<file path="src/rtl/peripheral_gpio_apb_slave.sv">
// APB slave register block for an 8-bit GPIO core: pad drive, input sync, level/edge interrupts.
// Latency: 2-cycle APB transfer (setup + access); input to IRQ_STAT in SYNC_DEPTH+1 cycles, to irq_o in SYNC_DEPTH+2.
// Backpressure: none; PREADY is tied high and every transfer completes with zero wait states.
module peripheral_gpio_apb_slave #(
  parameter int PADDR_SIZE = 10,
  parameter int PDATA_SIZE = 8,
  parameter int SYNC_DEPTH = 3
) (
  input  logic                  PCLK,
  input  logic                  PRESET,
  input  logic                  PSEL,
  input  logic                  PENABLE,
  input  logic [2:0]            PPROT,
  input  logic                  PWRITE,
  input  logic                  PSTRB,
  input  logic [PADDR_SIZE-1:0] PADDR,
  input  logic [PDATA_SIZE-1:0] PWDATA,
  output logic [PDATA_SIZE-1:0] PRDATA,
  output logic                  PREADY,
  output logic                  PSLVERR,
  input  logic [PDATA_SIZE-1:0] gpio_i,
  output logic [PDATA_SIZE-1:0] gpio_o,
  output logic [PDATA_SIZE-1:0] gpio_oe,
  output logic                  irq_o
);

  // A single flop cannot resolve metastability, so the chain is never shorter than two
  localparam int SD = (SYNC_DEPTH < 2) ? 2 : SYNC_DEPTH;

  localparam logic [PADDR_SIZE-1:0] A_MODE = PADDR_SIZE'(0);
  localparam logic [PADDR_SIZE-1:0] A_DIR  = PADDR_SIZE'(1);
  localparam logic [PADDR_SIZE-1:0] A_OUT  = PADDR_SIZE'(2);
  localparam logic [PADDR_SIZE-1:0] A_IN   = PADDR_SIZE'(3);
  localparam logic [PADDR_SIZE-1:0] A_TRIG = PADDR_SIZE'(4);
  localparam logic [PADDR_SIZE-1:0] A_POL  = PADDR_SIZE'(5);
  localparam logic [PADDR_SIZE-1:0] A_ENA  = PADDR_SIZE'(6);
  localparam logic [PADDR_SIZE-1:0] A_STAT = PADDR_SIZE'(7);
  localparam logic [PADDR_SIZE-1:0] A_END  = PADDR_SIZE'(8);

  logic [PDATA_SIZE-1:0] mode_r, dir_r, out_r, trig_r, pol_r, ena_r, stat_r;
  logic [PDATA_SIZE-1:0] sync_r [SD];
  logic [PDATA_SIZE-1:0] in_s, prev_r, evt, clr, rd_mux;
  logic                  setup_ph, access_ph, wr_en, addr_bad;

  // Protection attributes carry no meaning for this block
  logic unused_prot;
  assign unused_prot = ^PPROT;

  assign setup_ph  = PSEL & ~PENABLE;
  assign access_ph = PSEL & PENABLE;
  assign wr_en     = access_ph & PWRITE & PSTRB;
  assign addr_bad  = (PADDR >= A_END);
  assign in_s      = sync_r[SD-1];
  assign PREADY    = 1'b1;

  // Read mux over the current register state; unmapped addresses read as zero
  always_comb begin
    rd_mux = '0;
    case (PADDR)
      A_MODE:  rd_mux = mode_r;
      A_DIR:   rd_mux = dir_r;
      A_OUT:   rd_mux = out_r;
      A_IN:    rd_mux = in_s;
      A_TRIG:  rd_mux = trig_r;
      A_POL:   rd_mux = pol_r;
      A_ENA:   rd_mux = ena_r;
      A_STAT:  rd_mux = stat_r;
      default: rd_mux = '0;
    endcase
  end

  // Per-bit event: level match in level mode, selected edge in edge mode; plus W1C clear mask
  always_comb begin
    evt = (~trig_r & ~(in_s ^ pol_r))
        | (trig_r & ((pol_r & in_s & ~prev_r) | (~pol_r & ~in_s & prev_r)));
    clr = '0;
    if (wr_en && (PADDR == A_STAT)) clr = PWDATA;
  end

  // Pad input synchroniser and one-cycle history for edge detection
  always_ff @(posedge PCLK) begin
    if (PRESET) begin
      for (int i = 0; i < SD; i++) sync_r[i] <= '0;
      prev_r <= '0;
    end else begin
      sync_r[0] <= gpio_i;
      for (int i = 1; i < SD; i++) sync_r[i] <= sync_r[i-1];
      prev_r <= in_s;
    end
  end

  // Configuration registers commit on the access-phase edge of a strobed write
  always_ff @(posedge PCLK) begin
    if (PRESET) begin
      mode_r <= '0;
      dir_r  <= '0;
      out_r  <= '0;
      trig_r <= '0;
      pol_r  <= '0;
      ena_r  <= '0;
    end else if (wr_en) begin
      case (PADDR)
        A_MODE:  mode_r <= PWDATA;
        A_DIR:   dir_r  <= PWDATA;
        A_OUT:   out_r  <= PWDATA;
        A_TRIG:  trig_r <= PWDATA;
        A_POL:   pol_r  <= PWDATA;
        A_ENA:   ena_r  <= PWDATA;
        default: ;
      endcase
    end
  end

  // Status: events set regardless of enable; a same-cycle set beats the W1C clear
  always_ff @(posedge PCLK) begin
    if (PRESET) stat_r <= '0;
    else        stat_r <= (stat_r & ~clr) | evt;
  end

  // Interrupt line registered from enabled status
  always_ff @(posedge PCLK) begin
    if (PRESET) irq_o <= 1'b0;
    else        irq_o <= |(stat_r & ena_r);
  end

  // Response captured at the setup edge and held through the access cycle only
  always_ff @(posedge PCLK) begin
    if (PRESET) begin
      PRDATA  <= '0;
      PSLVERR <= 1'b0;
    end else if (setup_ph) begin
      PRDATA  <= rd_mux;
      PSLVERR <= addr_bad | ((PADDR == A_IN) & PWRITE & PSTRB);
    end else begin
      PRDATA  <= '0;
      PSLVERR <= 1'b0;
    end
  end

  // Open-drain bits only ever pull low: drive 0 and enable the pad when OUT is 0
  assign gpio_o  = out_r & ~mode_r;
  assign gpio_oe = dir_r & ~(mode_r & out_r);

endmodule
</file>
<file path="config.mk">
export PLATFORM = sky130hd
export DESIGN_NAME = peripheral_gpio_apb_slave
export DESIGN_NICKNAME = d
export VERILOG_FILES = /design/src/rtl/peripheral_gpio_apb_slave.sv
export SDC_FILE = /design/constraint.sdc
export NUM_CORES = 1
export LEC_CHECK = 0
export ABC_AREA = 1
export BUFFER_PORTS_ARGS = -buffer_cell sky130_fd_sc_hd__clkbuf_2
export CAP_MARGIN = 10
export CORE_MARGIN = 5
export CORE_UTILIZATION = 39
export DETAILED_ROUTE_END_ITERATION = 6
export HOLD_SLACK_MARGIN = 0.15
export PLACE_DENSITY = 0.69
export SYNTH_ARGS = -nofsm -noshare
export SYNTH_HDL_FRONTEND = slang
export SYNTH_SLANG_ARGS = --single-unit
</file>
<file path="constraint.sdc">
create_clock -name PCLK -period 1.3 [get_ports PCLK]
set_input_delay 0.195 -clock PCLK [delete_from_list [all_inputs] [get_ports PCLK]]
set_output_delay 0.195 -clock PCLK [all_outputs]
set_load 0.05 [all_outputs]
</file>
* After elaboration in Yosys (flattened, before gate mapping)
Memory sizes are Yosys's and may differ from the RTL's.
Index checks and enable logic that the tools add are counted.
** Word-level totals
- Bits in registers :: 74
- Memories kept :: 1
- Input bits :: 35
- Output and inout bits :: 27
- RAM bits :: 24
** Memories
- sync_r :: depth 3, bits a word 8, rd ports 3, clocked after Yosys merged registers in 0, write ports 3, RTL line 41 : logic [PDATA_SIZE-1:0] sync_r [SD];
** Operators by class
- Eq/ne operators :: 7
- Magnitude comparators :: 1
- Muxes and demuxes :: 8
- Bitwise logic cells :: 35
- Reductions and logical operators :: 10
** Operator list (count)
- bitwise AND 8 bit :: 11
- inverter 8 bit :: 8
- one-hot mux 8 bit (8 select lines) :: 1
- == test 10 x 3 -> 1 bit, second input constant :: 4
- two-way mux 8 bit :: 4
- OR 8 bit :: 3
- == test 10 x 2 -> 1 bit, second input constant :: 2
- AND reduction 2 bit :: 6
- == test 10 x 1 -> 1 bit, second input constant :: 1
- greater-or-equal comparator 10 x 4 -> 1 bit, second input constant :: 1
- zero test 10 bit :: 1
- OR reduction 8 bit :: 1
- XOR 8 bit :: 1
- bitwise AND 1 bit :: 6
- OR 1 bit :: 4
- two-way mux 1 bit :: 3
- inverter 1 bit :: 2
- OR reduction 2 bit :: 1
- logical AND 1 bit :: 1

* Longest topological paths before layout
Gate-level depths: netlist of the first run.
- Depth after elaboration :: 8
- Mapped depth :: 9
- Depth with buffers taken out :: 8

* Least setup slack after synthesis of the first run
Ideal clock, no wire load.
- Path type :: reg-to-output
- Start point :: register dir_r[0]
- End point :: output gpio_oe[0]
- Buffers on the path :: 0
- Arrival :: 1.114 ns
- Data required time :: 1.105 ns
- Cell stages (with the launch flop) :: 3
- Setup slack :: -0.009 ns
- Path through :: dfxtp_1 inv_1 a21oi_1
** Between the ends
- Longest elaborated chain between the ends :: 1
** Ends and longest elaborated chain
- start, declared :: RTL line 40 : logic [PDATA_SIZE-1:0] mode_r, dir_r, out_r, trig_r, pol_r, ena_r, stat_r;
- start signal, assigned :: RTL line 96 : dir_r <= '0;
- start signal, assigned :: RTL line 104 : A_DIR: dir_r <= PWDATA;
- bitwise AND 8 bit :: RTL line 142 : assign gpio_oe = dir_r & ~(mode_r & out_r);
- end, declared :: RTL line 23 : output logic [PDATA_SIZE-1:0] gpio_oe,
Every way passes these cells.

* Final worst setup path of the first run
- Start point :: input PADDR[3]
- End point :: register PSLVERR
** Between the ends
- Longest elaborated chain between the ends :: 4
- Elaborated cells between the ends (all ways) :: 5
** Ends and longest elaborated chain
- start, declared :: RTL line 16 : input logic [PADDR_SIZE-1:0] PADDR,
- parallel branches: the longest is 3 deep, another holds greater-or-equal comparator 10 x 4 -> 1 bit
- OR 1 bit * :: RTL line 133 : PSLVERR <= addr_bad | ((PADDR == A_IN) & PWRITE & PSTRB);
- end signal, assigned :: RTL line 133
- end, declared :: RTL line 20 : output logic PSLVERR,
Every way passes the cells marked *.
A chain may end at the register's enable or synchronous reset.

==> results.md, run 1 <==
* Status: complete, no violations
* CTS tree: yes
* Final non-filler cell total at between 800 and 900
* Min setup slack post-route at 0.02207 ns
* Grt ovf at 0
* DR WL/cell at roughly 13 µm
* Initial Util at between 30% and 40%
* Worst-path fanout max at 4
* WP data required at around 1.6 ns
* DRT iter0 DRCs at 283
* Die Area at 0.01333 mm²
* Highest-count cells in the layout ignoring fill and taps: inv_1 (79), a21oi_1 (73), nand3_1 (70)
* Post-Synthesis Cells at 580
* DPL Wire Length at 7527 µm
* Rows at 38
* Clock power frac at between 30% and 40%
* Ports at 62
* Crit path largest cell delay at 0.57 ns
* # clock sinks at 98
* Sequential power share at 54.8%
* Root Buffer: clkbuf_8
* Leakage at 2.456 nW
* Post-Place Worst Slack at -0.1351 ns
* Dpl cells at around 780
* Hold depth at 4
* Psw at 1.292 mW
* Final TNS setup at 0 ns
* Synth-to-layout area growth at 29.08%
* Via count at 4009
* Gr usage total at 15.98%
* Sequential area share after synthesis at 45.24%
* Count of final setup violators at 0
* CP Capture Type: register
* Routability Congestion at 0.9015
* Slowest CP cell: dlygate4sd3_1
* Synth Area per Inst at around 7.5 µm²
* Cell Area, Synth at 0.004337 mm²
* Htree depth at 3
* DRT Pass-1 Iters at 5
* Core Region at approximately 0.011 mm²
* Worst path top cell family by delay: buffers and inverters
* Max-cap violation count at 0
* Final net count at 724
* Max Transition Viols Final at 0
* Worst Hold Slack at about 0.2 ns
* Die Wd at ~120 µm
* Max Clk Rate at 782.5 MHz
* Worst-path clk slew at around 0.090 ns
* Pwr per Cell Area at ~1000 mW/mm²
* Final hold viol count at 0
* Port Buffers at 57
* Bufs on Longest Clock Path at 2
* Most common cell after layout, fill and taps aside: inv_1
* Sw Ratio at 23.02%
* Design area at 0.005598 mm²
* Finished Core Util at about half
* Synth Register Bits at 98
* Number of global-route vias before repair at 3637
* PnR Total Power at around 5.6 mW
* CP bufs+invs at 4
* IR drop worst, VDD at 0.4953 mV
* Setup Crit Path Kind: in -> reg
* Fin crit share at 98.30%
* Unique masters post-synth at 24
* R2R depth at 5
* Total CTS buffers at 9
* Crit-path cells: clkbuf_2, inv_2, nand2_1, nor2_1, buf_6, nand3_1, dlygate4sd3_1, a31oi_1
* Share of cells above drive strength 1 at 27.58%
* # diodes at 0
* DRT Wirelength at 10870 µm
* Via-per-instance ratio at between 4 and 5
* Setup crit start kind: primary input
* Syn_nets at 631
* Arrival time worst endpoint at 1.57 ns
* Initial antenna violation count at 0
* Comb pwr share at around 6%
* Unrepaired setup endpoints after global routing: yes
* Skew-Pair Late Insertion Delay at 0.36 ns
* Die Y at between 100 and 150 µm
* Largest net degree at the start of global routing at 49
* Clock Skew at 0.01265 ns
* Final min period at 1.278 ns
* Worst path depth at 8
* DRC at 0
* Internal power at 4.322 mW
* Hold Crit Class: in -> reg
* Placed cell area at 0.004908 mm²
* Yosys warns at 0
* DRT antenna net count at 0
* First-pass GRT wire length at 17130 µm
path summary, 6_finish.rpt:
kind              slack [ns]                        to                      from
hold reg to reg         0.39  sync_r[0][18]$_SDFF_PP0_  sync_r[0][10]$_SDFF_PP0_
hold / removal          0.19        PSLVERR$_SDFF_PP0_                  PADDR[3]
setup reg to reg        0.05      stat_r[6]$_SDFF_PP0_  sync_r[0][22]$_SDFF_PP0_
setup / recovery        0.02        PSLVERR$_SDFF_PP0_                  PADDR[3]
synthesized netlist by cell type:
cell type / instances / area share (%)
buf_4: 5 / 0.87
a221oi_1: 2 / 0.40
buf_6: 3 / 0.78
inv_1: 87 / 7.5
buf_2: 6 / 0.69
nor2_1: 68 / 5.9
nand2_1: 62 / 5.4
clkbuf_1: 10 / 0.87
or2_4: 1 / 0.20
nor3_1: 1 / 0.12
dfxtp_1: 98 / 45
a21oi_1: 81 / 9.3
nand3_1: 70 / 8.1
ha_1: 16 / 4.6
nor2_2: 7 / 1.0
nand4_1: 1 / 0.14
conb_1: 1 / 0.086
a31oi_1: 1 / 0.14
mux2_2: 8 / 2.1
nor2_8: 1 / 0.46
o21ai_0: 45 / 5.2
nand3_2: 2 / 0.46
inv_2: 1 / 0.086
o21ai_1: 3 / 0.35
power groups by stage:
stage                     sequential (mW)  clock, mW  combinational (mW)
final                                3.08       2.20               0.339
after global routing                 3.08       2.38               0.380
after CTS                            3.08       2.25               0.336
after detailed placement             3.15          0               0.309
after global placement               3.15          0               0.297
after floorplan                      3.14          0               0.173
tightest hold or removal path, delay by kind of cell:
kind            cells  cell delay (ns)
compound gates      1             0.07
buf+inv             3             0.25
layout make-up:
type	count	area [µm²]
fillers	1043	5290
flip-flops and latches	98	2003
multi-input cells	370	1981
repair buffers	106	880.8
inverters	88	330.3
well taps	140	175.2
clock buffers	10	137.6
clock inverters	6	90.09
repair_timing:
action | CTS | global route
endpoints found under the setup margin | 16 | 20
hold endpoints to repair | 11 | 0
setup buffers | 2 | 12
hold buffers | 12 | 0
pin swaps | 0 | 11
gates resized for setup | 46 | 54
flip-flops by register name, summed over array words and instances (netlist names):
name / count
mode_r: 8
PRDATA: 8
sync_r: 24
PSLVERR: 1
out_r: 8
trig_r: 8
prev_r: 8
pol_r: 8
ena_r: 8
stat_r: 8
dir_r: 8
irq_o: 1
metal layers:
| layer | share of wire (%) | global-route usage [%] | vias to the layer above |
|---|---|---|---|
| met5 | 0 | 0 | - |
| met4 | 1.1 | 3.756 | 0 |
| met3 | 6.3 | 3.812 | 11 |
| met2 | 48 | 27.04 | 117 |
| met1 | 44 | 20.71 | 1822 |
| li1 | - | - | 2059 |
cell families after synthesis:
logic type               synth area share (%)
AND/OR/NAND/NOR                         21.73
adder cells (fa/ha/maj)                 4.616
multiplexers                            2.077
flip-flops                              45.24
buffers and inverters                   10.82
other                                 0.08647
AO/OA/AOI/OAI                           15.44
Note: power is estimated with default switching activity, not from simulation.
==> run 2, diff against run 1 <==
PLACE_DENSITY = default   (was 0.69)
==> run 2 against run 1 <==
Global-route usage is 0.51 points higher. Count of clock-buffer cells in the layout up 1. Largest power group unchanged. Largest cell class unchanged. Clock skew about the same. Highest routed layer unchanged.
==> results.md, run 2 (synthesis gave the netlist of run 1 again) <==
* Root Buffer: clkbuf_8
* Leakage at 2.410 nW (-1.9%)
* Port Buffers at 57 (unchanged)
* Cell repeated most along the worst path: a21oi_1
* Routability Congestion at 0.8224 (-8.8%)
* Initial antenna violation count at 0 (unchanged)
* Max-cap violation count at 0 (unchanged)
* Core Region at 0.01089 mm² (unchanged)
* IR drop worst, VDD at 0.4694 mV (-5.2%)
* Die Y at 115.5 µm (unchanged)
* Via count at 3869 (-3.5%)
* WP data required at 1.54 ns (-0.05 ns)
* Met2 WL at 5003 µm (-4.5%)
* Pwr per Cell Area at 982.2 mW/mm² (-2.1%)
* Final min period at 1.286 ns (+0.008505 ns)
* Arrival time worst endpoint at 1.53 ns (-0.04 ns)
* Rows at 38 (unchanged)
* Die Area at 0.01333 mm² (unchanged)
* DR WL/cell at 13.09 µm (-1.5%)
* Max Transition Viols Final at 0 (unchanged)
* Count of final setup violators at 0 (unchanged)
* # diodes at 0 (unchanged)
* Setup Crit Path Kind: reg -> reg
* Crit path largest cell delay at 0.38 ns (-0.19 ns)
* # clock sinks at 98 (unchanged)
* Uppermost routed layer: met4
* Highest-count cells in the layout ignoring fill and taps: inv_1 (78), a21oi_1 (72), nand3_1 (70)
* DPL Wire Length at 7686 µm (+2.1%)
* DRC at 0 (unchanged)
* Worst-path clk slew at 0.09 ns (about the same)
* Slowest CP cell: dfxtp_2
* Routed metal-1 wire length at 4897 µm (+1.6%)
* Status: complete, no violations
* Fin crit share at 98.96% (+0.65 points)
* Unrepaired setup endpoints after global routing: yes
* Die Wd at 115.5 µm (unchanged)
* Largest net degree at the start of global routing at 49 (unchanged)
* Number of global-route vias before repair at 3678 (+1.1%)
* DRT Wirelength at 10600 µm (-2.5%)
* Gr usage total at 16.50% (+0.51 points)
* Final hold viol count at 0 (unchanged)
* Max Clk Rate at 777.3 MHz (-0.66%)
* Total CTS buffers at 9 (unchanged)
* Via-per-instance ratio at 4.777 (-2.5%)
* Setup crit start kind: register
* Ports at 62 (unchanged)
* CP Capture Type: register
* Initial Util at 39.83% (unchanged)
* DRT antenna net count at 0 (unchanged)
* First-pass GRT wire length at 17570 µm (+2.6%)
* Biggest register: sync_r
* Hold Crit Class: in -> reg
* DRT iter0 DRCs at 238 (-16%)
* Clock Skew at 0.01285 ns (+0.0002017 ns)
* PnR Total Power at 5.429 mW (-3.3%)
* Most common cell after layout, fill and taps aside: inv_1
* Post-Place Worst Slack at -0.1409 ns (-0.005764 ns)
* Final net count at 716 (-1.1%)
* Bufs on Longest Clock Path at 2 (unchanged)
* Share of cells above drive strength 1 at 27.31% (-0.27 points)
* Met3 Routed Length at 557 µm (-18%)
* Largest register FFs at 24 (unchanged)
* CTS tree: yes
* Crit-path cells: inv_1, ha_1, mux2_2, a21oi_1, a21oi_1
* Worst-path fanout max at 3 (-1)
* DRT Pass-1 Iters at 4 (-1)
* Skew-Pair Late Insertion Delay at 0.37 ns (about the same)
* Synth-to-layout area growth at 27.47%
* Fillers at 1071 (+2.7%)
* Grt ovf at 0 (unchanged)
* Min setup slack post-route at 0.01357 ns (-0.008505 ns)
* Htree depth at 3 (unchanged)
[run 2: cell types whose count changed in the layout (fill, tap and decap cells not counted), moves of 2 or more]
cell,change
buf_4,-8
dfxtp_2,+4
buf_8,-3
dfxtp_1,-3
clkbuf_8,+2
[run 2: worst max-delay path: cells and delay by family (launching register included)]
| family | cells | cell delay, ns |
|---|---|---|
| DFF | 1 | 0.38 |
| muxes | 1 | 0.27 |
| buffers and inverters | 1 | 0.07 |
| adders and majority gates | 1 | 0.19 |
| AOI/OAI and AO/OA | 2 | 0.26 |
[run 2: what timing repair did]
action,in CTS,in global routing
hold buffers,12,0
endpoints found under the hold margin,11,0
setup endpoints to repair,17,24
gates resized for setup,43,59
setup buffers,1,5
pin swaps,0,10
[run 2: power breakdown]
group / switching, mW / internal (mW) / total, mW
clock network: 1.06 / 0.954 / 2.01
registers: 0.0285 / 3.05 / 3.08
logic: 0.204 / 0.134 / 0.337
[run 2: cell type report]
cell class / count / area (µm²) / share of cell area, %
clock inverter: 5 / 61.31 / 1.109
timing repair buffer: 98 / 823.3 / 14.89
tap: 140 / 175.2 / 3.169
multi-input combinational: 370 / 1992 / 36.03
clock buffer: 11 / 141.4 / 2.558
inverter: 88 / 330.3 / 5.976
sequential: 98 / 2004 / 36.26
[run 2: final timing paths]
check | from | cells after the start | end | slack [ns]
worst max-delay path | sync_r[0][19]$_SDFF_PP0_ | 5 | stat_r[3]$_SDFF_PP0_ | 0.01
worst min-delay path | PWRITE | 3 | PSLVERR$_SDFF_PP0_ | 0.18
worst max register to register | sync_r[0][19]$_SDFF_PP0_ | 5 | stat_r[3]$_SDFF_PP0_ | 0.01
worst min register to register | sync_r[0][10]$_SDFF_PP0_ | 2 | sync_r[0][18]$_SDFF_PP0_ | 0.40
[run 2: metal layers]
metal | vias up | GRT usage [%]
met3 | 11 | 2.611
met4 | 0 | 5.947
met1 | 1737 | 21.74
li1 | 2043 | -
met2 | 78 | 27.43
met5 | - | 0
[run 2: metrics by stage]
stage	instance area [µm²]	instances	setup TNS, ns	util (%)	hold WS, ns
2_1_floorplan	4369	580	0	-	0.3020
3_3_place_gp	4921	777	-6.188	45.20	0.3864
3_5_place_dp	4921	777	-6.727	45.20	0.3920
4_1_cts	5401	806	-0.01477	49.61	0.1851
5_1_grt	5528	810	-0.08004	50.77	0.2051
6_report	5528	810	0	50.77	0.1786
==> run 3, diff against run 2 <==
CELL_PAD_IN_SITES_DETAIL_PLACEMENT = 0   (was default)
CELL_PAD_IN_SITES_GLOBAL_PLACEMENT = 1   (was default)
CORE_UTILIZATION = 37   (was 39)
GPL_TIMING_DRIVEN = 1   (was default)
MAX_ROUTING_LAYER = met4   (was default)
PLACE_DENSITY_LB_ADDON = 0.1   (was default)
==> run 3 against run 2 <==
Via count up 1.4%. Critical path depth down 2. Worst setup slack better by 0.013 ns. Largest cell class unchanged. Count of clock-buffer cells in the layout up 1. Clock skew down 0.0067 ns. Combinational power up 3%. Sequential share of layout area down 0.46 points. Sequential power about the same. Power up 15%.
==> results.md, run 3 (synthesis gave the netlist of run 1 again) <==
* Final net count at 717 (+0.14%)
* Slowest CP cell: dfxtp_4
* Grt ovf at 0 (unchanged)
* Hold depth at 4 (+1)
* Initial antenna violation count at 0 (unchanged)
* Root Buffer: clkbuf_16
* Bufs on Longest Clock Path at 2 (unchanged)
* PnR Total Power at 6.227 mW (+15%)
* Finished Core Util at 48.43% (-2.3 points)
* # clock sinks at 98 (unchanged)
* Worst Hold Slack at 0.2202 ns (+0.04158 ns)
* Final hold viol count at 0 (unchanged)
* Status: complete, no violations
* Clock Skew at 0.006164 ns (-0.006687 ns)
* Max-cap violation count at 0 (unchanged)
* Rows at 39 (+2.6%)
* Crit path largest cell delay at 0.38 ns (about the same)
* DRC at 0 (unchanged)
* Synth-to-layout area growth at 28.07%
* Worst reg2reg path startpoint: sync_r[0][16]$_SDFF_PP0_
* DPL Wire Length at 8508 µm (+11%)
* Leakage at 2.441 nW (+1.3%)
* Unrepaired setup endpoints after global routing: no
* R2R Path End: stat_r[0]$_SDFF_PP0_
* Core Region at 0.01147 mm² (+5.3%)
* Biggest register: sync_r
* Worst-path fanout max at 3 (unchanged)
* Worst Hold Endpoint: stat_r[7]$_SDFF_PP0_
* Most common cell after layout, fill and taps aside: inv_1
* Crit-path cells: inv_2, nor2_1, clkbuf_8
* Max Transition Viols Final at 0 (unchanged)
* Total CTS buffers at 9 (unchanged)
* Max Clk Rate at 785.0 MHz (+0.98%)
* # diodes at 0 (unchanged)
* Setup crit start kind: register
* Via-per-instance ratio at 4.818 (+0.87%)
* Hold Crit Class: in -> reg
* Multi-input gate area at 0.001957 mm² (-1.8%)
* IR drop worst, VDD at 0.7696 mV (+64%)
* WP data required at 1.11 ns (-0.43 ns)
* CTS tree: yes
* R2R depth at 5 (unchanged)
* Htree depth at 3 (unchanged)
* Via count at 3922 (+1.4%)
* Pwr per Cell Area at 1121 mW/mm² (+14%)
* Fillers at 1140 (+6.4%)
* DR WL/cell at 14.37 µm (+9.8%)
* DRT Wirelength at 11700 µm (+10%)
* Reg2Reg Setup Slack at 0.09 ns (+0.08 ns)
* Die Y at 118.3 µm (+2.4%)
* Count of final setup violators at 0 (unchanged)
* Arrival time worst endpoint at 1.08 ns (-0.45 ns)
* Port Buffers at 57 (unchanged)
* DRT antenna net count at 0 (unchanged)
* Routability Congestion at 0.7988 (-2.9%)
* Die Wd at 118.3 µm (+2.4%)
* Sequential Area at 0.001988 mm² (-0.81%)
* Initial Util at 37.82% (-2.0 points)
* Gr usage total at 17.49% (+0.99 points)
* DRT Pass-1 Iters at 6 (+2)
* Setup Crit Path Kind: reg -> out
* Number of global-route vias before repair at 3699 (+0.57%)
* Largest register FFs at 24 (unchanged)
* DRT iter0 DRCs at 143 (-40%)
* Final min period at 1.274 ns (-0.01252 ns)
* Fin crit share at 97.99% (-0.96 points)
* First-pass GRT wire length at 18940 µm (+7.8%)
* Highest-count cells in the layout ignoring fill and taps: inv_1 (86), dfxtp_1 (79), a21oi_1 (72)
* Worst-path clk slew at 0.07 ns (-0.02 ns)
* Share of cells above drive strength 1 at 23.70% (-3.6 points)
* Final TNS setup at 0 ns (unchanged)
* Worst hold path startpoint: PWDATA[7]
* Die Area at 0.01399 mm² (+4.9%)
* Ports at 62 (unchanged)
* Largest net degree at the start of global routing at 49 (unchanged)
* CP Capture Type: output pin
* Skew-Pair Late Insertion Delay at 0.34 ns (-0.03 ns)
## run 3: cell count changes in the layout (fill, tap and decap cells not counted), moves of 2 or more
| cell | before | now |
|---|---|---|
| inv_2 | 10 | 2 |
| a21oi_2 | 7 | 9 |
| buf_4 | 26 | 31 |
| buf_8 | 12 | 0 |
| nor2_1 | 59 | 61 |
| a21oi_4 | 2 | 0 |
| dfxtp_2 | 34 | 18 |
| inv_1 | 78 | 86 |
| dfxtp_1 | 64 | 79 |
| clkbuf_16 | 0 | 9 |
| nor2_4 | 3 | 0 |
## run 3: critical path, delay by kind of cell (launching register included)
kind / cells / cell delay, ns
buffers and inverters: 2 / 0.24
DFF: 1 / 0.38
and+or+nand+nor: 1 / 0.12
## run 3: what timing repair did
item,in CTS,in global routing
endpoints found under the hold margin,11,0
buffers inserted,0,0
endpoints found under the setup margin,16,19
pin swaps,0,1
hold buffers,12,0
gates cloned,0,0
gates resized for setup,34,28
## run 3: how the worst max path moves through the flow
stage / start / to / slack [ns] / depth (start not counted)
6_report: out_r[5]$_SDFFE_PP0P_ / gpio_o[5] / 0.03 / 3
3_3_place_gp: PADDR[5] / PRDATA[2]$_SDFF_PP0_ / -0.20 / 7
5_1_grt: dir_r[3]$_SDFFE_PP0P_ / gpio_oe[3] / 0.0007 / 3
2_1_floorplan: PADDR[3] / ena_r[5]$_SDFFE_PP0P_ / 0.01 / 7
4_1_cts: dir_r[4]$_SDFFE_PP0P_ / gpio_oe[4] / 0.002 / 3
3_5_place_dp: PADDR[5] / PRDATA[3]$_SDFF_PP0_ / -0.21 / 8
## run 3: report_power, final
part | switching, mW | internal (mW) | total, mW
sequential | 0.0269 | 3.05 | 3.08
combinational | 0.208 | 0.138 | 0.347
clock | 1.16 | 1.65 | 2.80
total | 1.39 | 4.84 | 6.23
## run 3: area by class of cell
type,count,area share (%)
multi-input cells,370,35.23
clock inverters,4,0.8786
flip-flops and latches,98,35.80
inverters,88,5.947
well taps,143,3.221
clock buffers,12,4.798
repair buffers,99,14.12
## run 3: layer usage
metal	up-vias	GRT usage [%]	wire length, µm
met2	72	27.07	5403
met4	0	6.452	158
li1	2044	-	-
met1	1796	22.91	5678
met5	-	-	0
met3	10	3.104	460
## run 3: per-stage QoR
step	std cells	worst slack [ns]	cell area (µm²)
2_1_floorplan	580	0.01002	4369
3_3_place_gp	786	-0.1951	4970
3_5_place_dp	786	-0.2118	4970
4_1_cts	814	0.001842	5514
5_1_grt	814	0.0006596	5554
6_report	814	0.02609	5554
